`config.mk`:
```
export PLATFORM = sky130hd
export DESIGN_NAME = signed_prod_accum
export DESIGN_NICKNAME = d
export VERILOG_FILES = /design/src/rtl/signed_prod_accum.sv
export SDC_FILE = /design/constraint.sdc
export NUM_CORES = 1
export LEC_CHECK = 0
export BUFFER_PORTS_ARGS = -buffer_cell sky130_fd_sc_hd__buf_4
export CORE_MARGIN = 2
export CORE_UTILIZATION = 57
export CTS_CLUSTER_SIZE = 20
export DETAILED_ROUTE_END_ITERATION = 8
export GPL_ROUTABILITY_DRIVEN = 0
export PLACE_DENSITY = 0.82
export SLEW_MARGIN = 20
export SYNTH_ARGS = -nofsm -noshare
export SYNTH_HDL_FRONTEND = slang
export SYNTH_SLANG_ARGS = --single-unit
```
`constraint.sdc`:
```
create_clock -name clk -period 5.49 [get_ports clk]
set_input_delay 0.549 -clock clk [delete_from_list [all_inputs] [get_ports clk]]
set_output_delay 0.549 -clock clk [all_outputs]
set_load 0.005 [all_outputs]
```
`src/rtl/signed_prod_accum.sv`:
```
// Saturating signed dot-product reducer: sums groups of signed products
// and emits one registered result per group over a valid/ready port.
module signed_prod_accum #(
   parameter int WIDTH = 10,
   parameter int ACC_W = 24,
   parameter int LEN   = 8
) (
   input  logic                       clk,
   input  logic                       rst,
   input  logic                       in_valid,
   output logic                       in_ready,
   input  logic [2*WIDTH-1:0]         in_p,
   input  logic                       in_last,
   output logic                       out_valid,
   input  logic                       out_ready,
   output logic [ACC_W-1:0]           out_sum,
   output logic [$clog2(LEN+1)-1:0]   out_count,
   output logic                       out_ovf
);

   localparam int PW = 2 * WIDTH;
   localparam int CW = $clog2(LEN + 1);
   localparam logic [CW-1:0]    LAST_CNT = CW'(LEN - 1);
   localparam logic [ACC_W-1:0] SAT_MAX  = {1'b0, {(ACC_W-1){1'b1}}};
   localparam logic [ACC_W-1:0] SAT_MIN  = {1'b1, {(ACC_W-1){1'b0}}};

   // Returns {ovf, clamped sum}; the ACC_W+1-bit sum can never wrap, so a
   // disagreement between its top two bits means the ACC_W range was left.
   function automatic logic [ACC_W:0] sat_add(input logic [ACC_W-1:0] a,
                                              input logic [PW-1:0]    p);
      logic [ACC_W:0] wide;
      wide = {a[ACC_W-1], a} + {{(ACC_W+1-PW){p[PW-1]}}, p};
      if (wide[ACC_W] != wide[ACC_W-1]) begin
         if (wide[ACC_W]) begin
            sat_add = {1'b1, SAT_MIN};
         end else begin
            sat_add = {1'b1, SAT_MAX};
         end
      end else begin
         sat_add = {1'b0, wide[ACC_W-1:0]};
      end
   endfunction

   logic [ACC_W-1:0] acc;
   logic [CW-1:0]    cnt;
   logic             ovf_sticky;

   logic             accept;
   logic             closing;
   logic             ovf_now;
   logic [ACC_W-1:0] acc_next;
   logic [CW-1:0]    cnt_next;

   assign in_ready = !out_valid || out_ready;

   // Next-beat arithmetic and group-close decision
   always_comb begin
      accept              = in_valid && in_ready;
      {ovf_now, acc_next} = sat_add(acc, in_p);
      cnt_next            = cnt + CW'(1);
      if (cnt == LAST_CNT) begin
         closing = 1'b1;
      end else begin
         closing = in_last;
      end
   end

   // Running group state: restarts from zero once a group closes
   always_ff @(posedge clk) begin
      if (rst) begin
         acc        <= {ACC_W{1'b0}};
         cnt        <= {CW{1'b0}};
         ovf_sticky <= 1'b0;
      end else if (accept) begin
         if (closing) begin
            acc        <= {ACC_W{1'b0}};
            cnt        <= {CW{1'b0}};
            ovf_sticky <= 1'b0;
         end else begin
            acc        <= acc_next;
            cnt        <= cnt_next;
            ovf_sticky <= ovf_sticky | ovf_now;
         end
      end
   end

   // Result registers: a closing beat reloads them even while the old
   // result is being consumed, so back-to-back groups see no bubble
   always_ff @(posedge clk) begin
      if (rst) begin
         out_valid <= 1'b0;
         out_sum   <= {ACC_W{1'b0}};
         out_count <= {CW{1'b0}};
         out_ovf   <= 1'b0;
      end else if (accept && closing) begin
         out_valid <= 1'b1;
         out_sum   <= acc_next;
         out_count <= cnt_next;
         out_ovf   <= ovf_sticky | ovf_now;
      end else if (out_valid && out_ready) begin
         out_valid <= 1'b0;
      end
   end

endmodule
```
==> results of run 1 <==
==> metal layers <==
layer | GRT usage, % | share of wire, %
met1 | 34.3 | 44
met2 | 45.0 | 48
met3 | 4.65 | 6.7
met4 | 12.2 | 2.0
met5 | 0 | 0
==> cell usage after synthesis (3+ instances only) <==
master,n
nor2_1,69
clkbuf_1,16
nor3_1,13
o211ai_2,4
nor2b_1,3
a21o_1,11
dfxtp_1,59
and2_1,4
o21ai_1,3
o21ai_0,23
a311oi_1,4
nand2b_1,6
xnor2_1,10
a22o_1,3
a21boi_0,3
buf_2,3
a22oi_1,4
a21oi_2,3
xor2_1,8
nand2_1,28
or3_1,3
ha_1,27
nand3_1,3
a211oi_1,17
a2bb2oi_1,3
a21oi_1,41
a31oi_1,5
a31o_2,4
and3_1,7
inv_1,10
o211ai_1,3
o21a_1,3
==> sequential cells by signal, summed over array words and instances, names as in the netlist <==
register / flops
acc: 24
out_sum: 24
cnt: 4
out_count: 4
out_ovf: 1
out_valid: 1
ovf_sticky: 1
==> worst min-delay path, stage by stage (launching register included) <==
cell and delay [ps]:
dfxtp_1 330, nand2_1 50, o21ai_0 60
==> logic make-up (layout without fill, tap and decap cells) <==
group | count (synthesis) | count (layout) | synth area share (%)
adder cells (fa/ha/maj) | 28 | 28 | 9.91
AO/OA/AOI/OAI | 154 | 154 | 29.9
XOR/XNOR | 18 | 18 | 4.37
AND/OR/NAND/NOR | 145 | 145 | 18.2
flip-flops | 59 | 59 | 32.7
multiplexers | 4 | 4 | 1.28
buffers and inverters | 31 | 82 | 3.64
==> worst paths after layout <==
path                              start  endpoint  slack [ps]  cells past startpoint
worst max-delay path             acc[0]   acc[10]        1410                     14
worst min-delay path            acc[15]   acc[15]         460                      2
worst min register to register  acc[15]   acc[15]         460                      2
worst max register to register   acc[0]   acc[10]        1410                     14
==> power by group through the flow <==
stage	registers, mW	logic, mW	clock network [mW]
2_1_floorplan	0.493	0.312	0
3_3_place_gp	0.494	0.413	0
3_5_place_dp	0.495	0.422	0
4_1_cts	0.486	0.428	0.412
5_1_grt	0.490	0.477	0.429
6_report	0.486	0.433	0.408
==> final cells by class <==
class                           count  area (um2)  area share, %
Multi-Input combinational cell    349        2300           54.3
Sequential cell                    59        1180           27.9
Timing Repair Buffer               56         420           9.92
Clock buffer                       10         138           3.25
Tap cell                           75        93.8           2.22
Clock inverter                      6        65.1           1.54
Inverter                           10        37.5          0.886
==> placed cells by master (no fill, tap or decap), types with 4 or more instances in the layout <==
cell type / synthesis / layout
nor2_1: 69 / 68
dfxtp_1: 59 / 59
buf_4: 1 / 56
a21oi_1: 41 / 41
nand2_1: 28 / 28
ha_1: 27 / 27
o21ai_0: 23 / 23
a211oi_1: 17 / 17
nor3_1: 13 / 13
a21o_1: 11 / 11
inv_1: 10 / 10
xnor2_1: 10 / 10
clkbuf_8: 0 / 10
xor2_1: 8 / 8
and3_1: 7 / 7
nand2b_1: 6 / 6
a31oi_1: 5 / 5
a31o_2: 4 / 4
and2_1: 4 / 4
o211ai_2: 4 / 4
a311oi_1: 4 / 4
a22oi_1: 4 / 4
==> stage by stage <==
step                      instance area [um2]  worst slack, ps  hold WS [ps]
final                                    4240             1410           465
after global routing                     4240             1110           480
after detailed placement                 4030             1190           451
after global placement                   4030             1260           437
after CTS                                4240             1450           464
after floorplan                          3610             1800           429
==> summary.txt, run 1 <==
Global route
  – Total gr overflow: 0
  – Initial antenna violation count: 0
  – First-pass GRT wire length: between 15000 and 20000 um
  – Largest net degree at the start of global routing: 49
  – GRT Total Usage: between 20 and 30%
  – Vias in the first global route: 3328

Drt
  – WL/cell: 16.5 um
  – First DRT Iteration DRCs: 263
  – Detail Route Antenna Nets: 0
  – Vias per Instance: between 6 and 7
  – DR pass1 iterations: 5
  – Vias: 3451
  – Final WL: ~9400 um
  – Residual DRC: 0

Floorplanning
  – I/O pin cnt: 56
  – Die ar.: about 7000 um2
  – Core ar.: approximately 6000 um2
  – Row Count: 28
  – Initial Util: 59.9%
  – Die width: between 80 and 90 um
  – Vert. Die Dim: 83.6 um

Layout
  – Diodes inserted: 0
  – Post-layout util: 70.3%
  – Share of cells above drive strength 1: ~20%
  – Fill count: a little under 500
  – Synth-to-layout area growth: 17.3%
  – Layout Cells excl Fill: about 570
  – Fin nets: roughly 540

Power
  – PD cells: between 300 and 400 nW/um2
  – Switching power: around 0.47 mW
  – Logic gate share of total power: 32.6%
  – Design Power: around 1.3 mW
  – Power Internal: about 0.86 mW
  – Sequential power share: a little over a third
  – Sw Ratio: 35.1%
  – Clock power share: a little under a third
  – VDD IR max: about 0.19 mV
  – Leakage power: between 1.5 and 2 nW

Yosys
  – Sequential fraction of the synthesis area: approximately 33%
  – Net Count, Synth: around 500
  – Cells after synthesis: roughly 440
  – Area leader, netlist: dfxtp_1
  – Post-synthesis async set-or-reset flop share: 0%
  – Most common flop cell mapped by yosys: dfxtp_1
  – Synth Cell Area: 3610 um2
  – Synth top area cells: dfxtp_1 (33%), ha_1 (9.4%), nor2_1 (7.2%)
  – Yosys top cell area share: 32.7%
  – Average size of a mapped cell: between 8 and 9 um2
  – #FFs+latches synth: a little under 60
  – Synth warn: 0
  – Unique masters post-synth: 60
  – EDFF count, synth: 0

Clock network
  – CTS tree: built
  – Clock latency on the worst-skew pair: 350 ps
  – Clock slew at reported path FFs: about 70 ps
  – Inserted Clock Buffers: 9
  – Root buffer cell: clkbuf_8
  – Post CTS Setup Buffer Count: 0
  – H-Tree Level Count: 3
  – CTS hold repair buffers: 0
  – # clock sinks: 59
  – Longest Clk Path Bufs: 2
  – Cts repair resizes: 0

Min path
  – Hold WC Path Type: flip-flop to flip-flop

Setup path
  – CP max FO: 20
  – Critical path's largest stage delay: about 680 ps
  – CP Launch Type: flip-flop
  – Slowest stage cell, crit path: ha_1
  – Crit path kind: flip-flop to flip-flop
  – Arr. time, crit path: 4300 ps
  – CP Capture Type: flip-flop
  – Worst path top cell family by delay: compound AO/OA/AOI/OAI gates
  – CP Data Required Time: roughly 5700 ps
  – CP Buf/Inv Count: 2
  – Cell Chain, Critical Path: ha_1 -> inv_1 -> fa_1 -> nand2b_1 -> a21o_1 -> a31oi_2 -> a21o_1 -> and2_1 -> o21ai_0 -> ha_1 -> inv_1 -> a21boi_0 -> a2bb2oi_1 -> nor2_1

Timing
  – Worst Tran Pin Value: roughly 1200 ps
  – Fmax: ~250 MHz
  – Final Max Tran Viols: 0
  – Tcrit/Tclk final: 74.3%
  – Min cycle time layout: 4080 ps
  – Max-slew headroom: about a fifth
  – Layout Skew: about 13 ps
  – Fin Setup TNS: 0 ps
  – Final hold vios: 0
  – RSZ-0062 raised after global routing: false
  – Final setup fails: 0

Run
  – Max-cap violations: 0

Placed design
  – I/O Buffers: 55
  – Hpwl dp: 6400 um
  – Placed Cells: between 500 and 600

Outcome
  – Outcome: finished, final reports clean
Note: power is estimated with default switching activity, not from simulation.
==> run 2, diff against run 1 <==
- ABC_AREA: not set -> 1
- CORE_UTILIZATION: 57 -> 53
- PLACE_DENSITY: 0.82 -> 0.79
- clock period: 5.49 -> 3.4 ns (I/O delays scaled with it)
==> summary.txt, run 2 <==
Setup path
  – CP max FO: 19 (was 20)
  – Arr. time, crit path: 3500 ps (was 4300 ps)
  – CP Data Required Time: 3680 ps (was 5710 ps)
  – CP Capture Type: flip-flop (unchanged)
  – Cells on worst reg2reg path: 18 (was 14)
  – Crit path kind: flip-flop to flip-flop (unchanged)
  – Flop-to-flop setup slack: 180 ps (was 1410 ps)
  – R2r startpoint: acc[9] (was acc[0])
  – Reg2reg end: acc[19] (was acc[10])
  – CP Launch Type: flip-flop (unchanged)

Floorplanning
  – Die ar.: 8370 um2 (was 6990 um2)
  – Vert. Die Dim: 91.5 um (was 83.6 um)
  – I/O pin cnt: 56 (unchanged)
  – Core ar.: 7330 um2 (was 6030 um2)
  – Row Count: 31 (was 28)
  – Die width: 91.5 um (was 83.6 um)
  – Initial Util: 55.3% (was 59.9%)

Yosys
  – Synthesized-area fraction occupied by adder cells: 8.82% (was 9.91%)
  – Post-synthesis mux area share: 0% (was 1.28%)
  – Cells after synthesis: 662 (was 439)
  – Synth Area in Compound Gates: 14.3% (was 29.9%)
  – Synth warn: 0 (unchanged)
  – Sequential fraction of the synthesis area: 29.1% (was 32.7%)
  – EDFF count, synth: 0 (unchanged)
  – Post-synth top cells: nand2_1 (249), inv_1 (81), dfxtp_1 (59) (was nor2_1 (69), dfxtp_1 (59), a21oi_1 (41))
  – Net Count, Synth: 715 (was 492)
  – Count leader, synth: nand2_1 (was nor2_1)
  – Yosys top cell area share: 29.1% (was 32.7%)
  – #FFs+latches synth: 59 (unchanged)
  – Most common flop cell mapped by yosys: dfxtp_1 (unchanged)
  – Unique masters post-synth: 31 (was 60)
  – Largest family of logic cells by synthesized area: simple AND/OR/NAND/NOR gates (was compound AO/OA/AOI/OAI gates)
  – Synth top area cells: dfxtp_1 (29%), nand2_1 (23%), ha_1 (8.3%) (was dfxtp_1 (33%), ha_1 (9.4%), nor2_1 (7.2%))
  – Post-synthesis async set-or-reset flop share: 0% (unchanged)
  – Xor/xnor share of the synthesized area: 0.648% (was 4.37%)
  – Synth Cell Area: 4060 um2 (was 3610 um2)
  – Simple-gate share of the synthesized area: 36.2% (was 18.2%)
  – Area leader, netlist: dfxtp_1 (unchanged)
  – Average size of a mapped cell: 6.13 um2 (was 8.23 um2)

Global route
  – Total gr overflow: 0 (unchanged)
  – First-pass GRT wire length: 19000 um (was 15500 um)
  – GRT Total Usage: 28.5% (was 27.1%)
  – Initial antenna violation count: 0 (unchanged)
  – Vias in the first global route: 4062 (was 3328)
  – Largest net degree at the start of global routing: 51 (was 49)

Power
  – Sequential power share: 35.8% (was 36.6%)
  – VDD IR max: 0.209 mV (was 0.188 mV)
  – Switching power: 0.857 mW (was 0.465 mW)
  – Power Internal: 1.36 mW (was 0.862 mW)
  – Clock power share: 27.6% (was 30.7%)
  – Logic gate share of total power: 36.6% (was 32.6%)
  – Sw Ratio: 38.7% (was 35.1%)
  – Leakage power: 2.49 nW (was 1.90 nW)
  – PD cells: 464 nW/um2 (was 313 nW/um2)

Min path
  – Min-delay src: out_ready (was acc[15])
  – Hold-critical path depth: 4 (was 2)
  – Hold Path End: out_valid (was acc[15])
  – Hold WC Path Type: primary input to flip-flop (was flip-flop to flip-flop)

Drt
  – First DRT Iteration DRCs: 358 (was 263)
  – WL/cell: 14.4 um (was 16.5 um)
  – Final WL: 11900 um (was 9350 um)
  – DR pass1 iterations: 5 (unchanged)
  – Detail Route Antenna Nets: 0 (unchanged)
  – Vias: 4495 (was 3451)
  – Vias per Instance: 5.48 (was 6.11)
  – Residual DRC: 0 (unchanged)

Layout
  – Multi-input gate area: 2440 um2 (was 2300 um2)
  – Storage element area: 1180 um2 (unchanged)
  – Post-layout util: 65.1% (was 70.3%)
  – Diodes inserted: 0 (unchanged)
  – Most frequent cells in the layout: nand2_1 (249), inv_1 (81), buf_4 (65), dfxtp_1 (59), a21oi_1 (46) (was nor2_1 (68), dfxtp_1 (59), buf_4 (56), a21oi_1 (41), nand2_1 (28))
  – Biggest regs: acc: 24 flops, out_sum: 24 flops (unchanged)
  – Fin nets: 770 (was 538)
  – Fill count: 680 (was 485)
  – Share of cells above drive strength 1: 14.4% (was 20.0%)
  – Commonest non-fill, non-tap cell in the layout: nand2_1 (was nor2_1)
  – Design area: 4770 um2 (was 4240 um2)
  – Synth-to-layout area growth: 17.6% (was 17.3%)

Outcome
  – Outcome: finished, final reports clean (unchanged)

Timing
  – Layout Skew: 6.82 ps (was 12.7 ps)
  – Worst Tran Pin Value: 1180 ps (was 1190 ps)
  – Final setup fails: 0 (unchanged)
  – Final hold vios: 0 (unchanged)
  – Min cycle time layout: 3220 ps (was 4080 ps)
  – Final Max Tran Viols: 0 (unchanged)
  – Tcrit/Tclk final: 94.6% (was 74.3%)
  – Fin Setup TNS: 0 ps (unchanged)
  – Final hold slack: 288 ps (was 465 ps)
  – RSZ-0062 raised after global routing: false (unchanged)
  – Fmax: 311 MHz (was 245 MHz)
  – Max-slew headroom: 21.1% (was 20.6%)

Clock network
  – H-Tree Level Count: 3 (unchanged)
  – Inserted Clock Buffers: 9 (unchanged)
  – CTS hold repair buffers: 0 (unchanged)
  – CTS tree: built (unchanged)
  – Clock slew at reported path FFs: 70 ps (about the same)
  – Root buffer cell: clkbuf_8 (unchanged)
  – Longest Clk Path Bufs: 2 (unchanged)
  – Clock latency on the worst-skew pair: 360 ps (was 350 ps)
  – # clock sinks: 59 (unchanged)

Run
  – Max-cap violations: 0 (unchanged)

Placed design
  – Hpwl dp: 8680 um (was 6400 um)
  – Dpl cell area: 4560 um2 (was 4030 um2)
  – I/O Buffers: 55 (unchanged)
==> run 2: changes by cell type after synthesis, moves of 10 or more <==
| cell | previous run | this run |
|---|---|---|
| a211oi_1 | 17 | 2 |
| nand2_1 | 28 | 249 |
| inv_1 | 10 | 81 |
| nor2_1 | 69 | 34 |
| a21o_1 | 11 | 0 |
| nor3_1 | 13 | 3 |
| a31oi_1 | 5 | 25 |
| nand3_1 | 3 | 43 |
==> run 2: cell families (layout without fill, tap and decap cells) <==
family          Yosys count  after routing
simple gates            353            353
buf+inv                 112            172
compound gates          107            107
flops                    59             59
fa+ha+maj                28             28
xor+xnor                  3              3
==> run 2: per-stage QoR <==
step	worst slack (ps)	power [mW]	instances
2_1_floorplan	520	1.34	662
3_3_place_gp	197	1.57	802
3_5_place_dp	131	1.58	802
4_1_cts	250	2.18	818
5_1_grt	6.92	2.34	821
6_report	184	2.21	821
==> run 2: worst max-delay path by stage <==
stage                     slack (ps)      end  startpoint  depth (start not counted)
after floorplan                  520   acc[4]     in_p[7]                         19
after global placement           200  acc[19]     in_p[8]                         19
after detailed placement         130   acc[0]     in_p[7]                         18
after CTS                        250   acc[0]      acc[7]                         17
after global routing               7  acc[12]     acc[10]                         18
final                            180  acc[19]      acc[9]                         18
==> run 2: cell type report <==
type / instances / share of cell area [%]
clock buffer: 12 / 3.25
inverter: 90 / 7.08
multi-input combinational: 491 / 51.1
clock inverter: 4 / 0.525
sequential: 59 / 24.8
tap: 99 / 2.60
timing repair buffer: 66 / 10.7
==> run 2: timing repair <==
action,4_1_cts,5_1_grt
endpoints found under the setup margin,0,8
gates resized for setup,0,1
setup buffers,0,3
==> run 2: power groups by stage <==
| stage | clock network, mW | logic [mW] | registers (mW) |
|---|---|---|---|
| after CTS | 0.610 | 0.780 | 0.790 |
| after floorplan | 0 | 0.544 | 0.794 |
| after detailed placement | 0 | 0.776 | 0.805 |
| after global placement | 0 | 0.764 | 0.803 |
| final | 0.611 | 0.810 | 0.792 |
| after global routing | 0.646 | 0.901 | 0.797 |
==> run 2: critical path, stage by stage, from the launching register on <==
cell and delay, ps:
dfxtp_1 340, ha_1 410, nand2_1 150, nor2_1 190
nand2_1 130, nor2_1 110, nand2_1 70, nand3_1 100
a21oi_1 90, or2_1 220, nand2_1 80, inv_1 50
ha_1 380, clkinv_1 70, buf_4 260, nand3_1 180
nand2_1 100, nand2_1 50, a21oi_1 150
==> run 2: metal layers <==
layer  vias to the layer above  track usage, %  part of all wire (%)
met5                         -               0                     0
met3                        44            5.48                    11
met4                         0            11.7                   2.8
li1                       2240               -                     -
met1                      1961            39.7                    44
met2                       250            43.0                    42
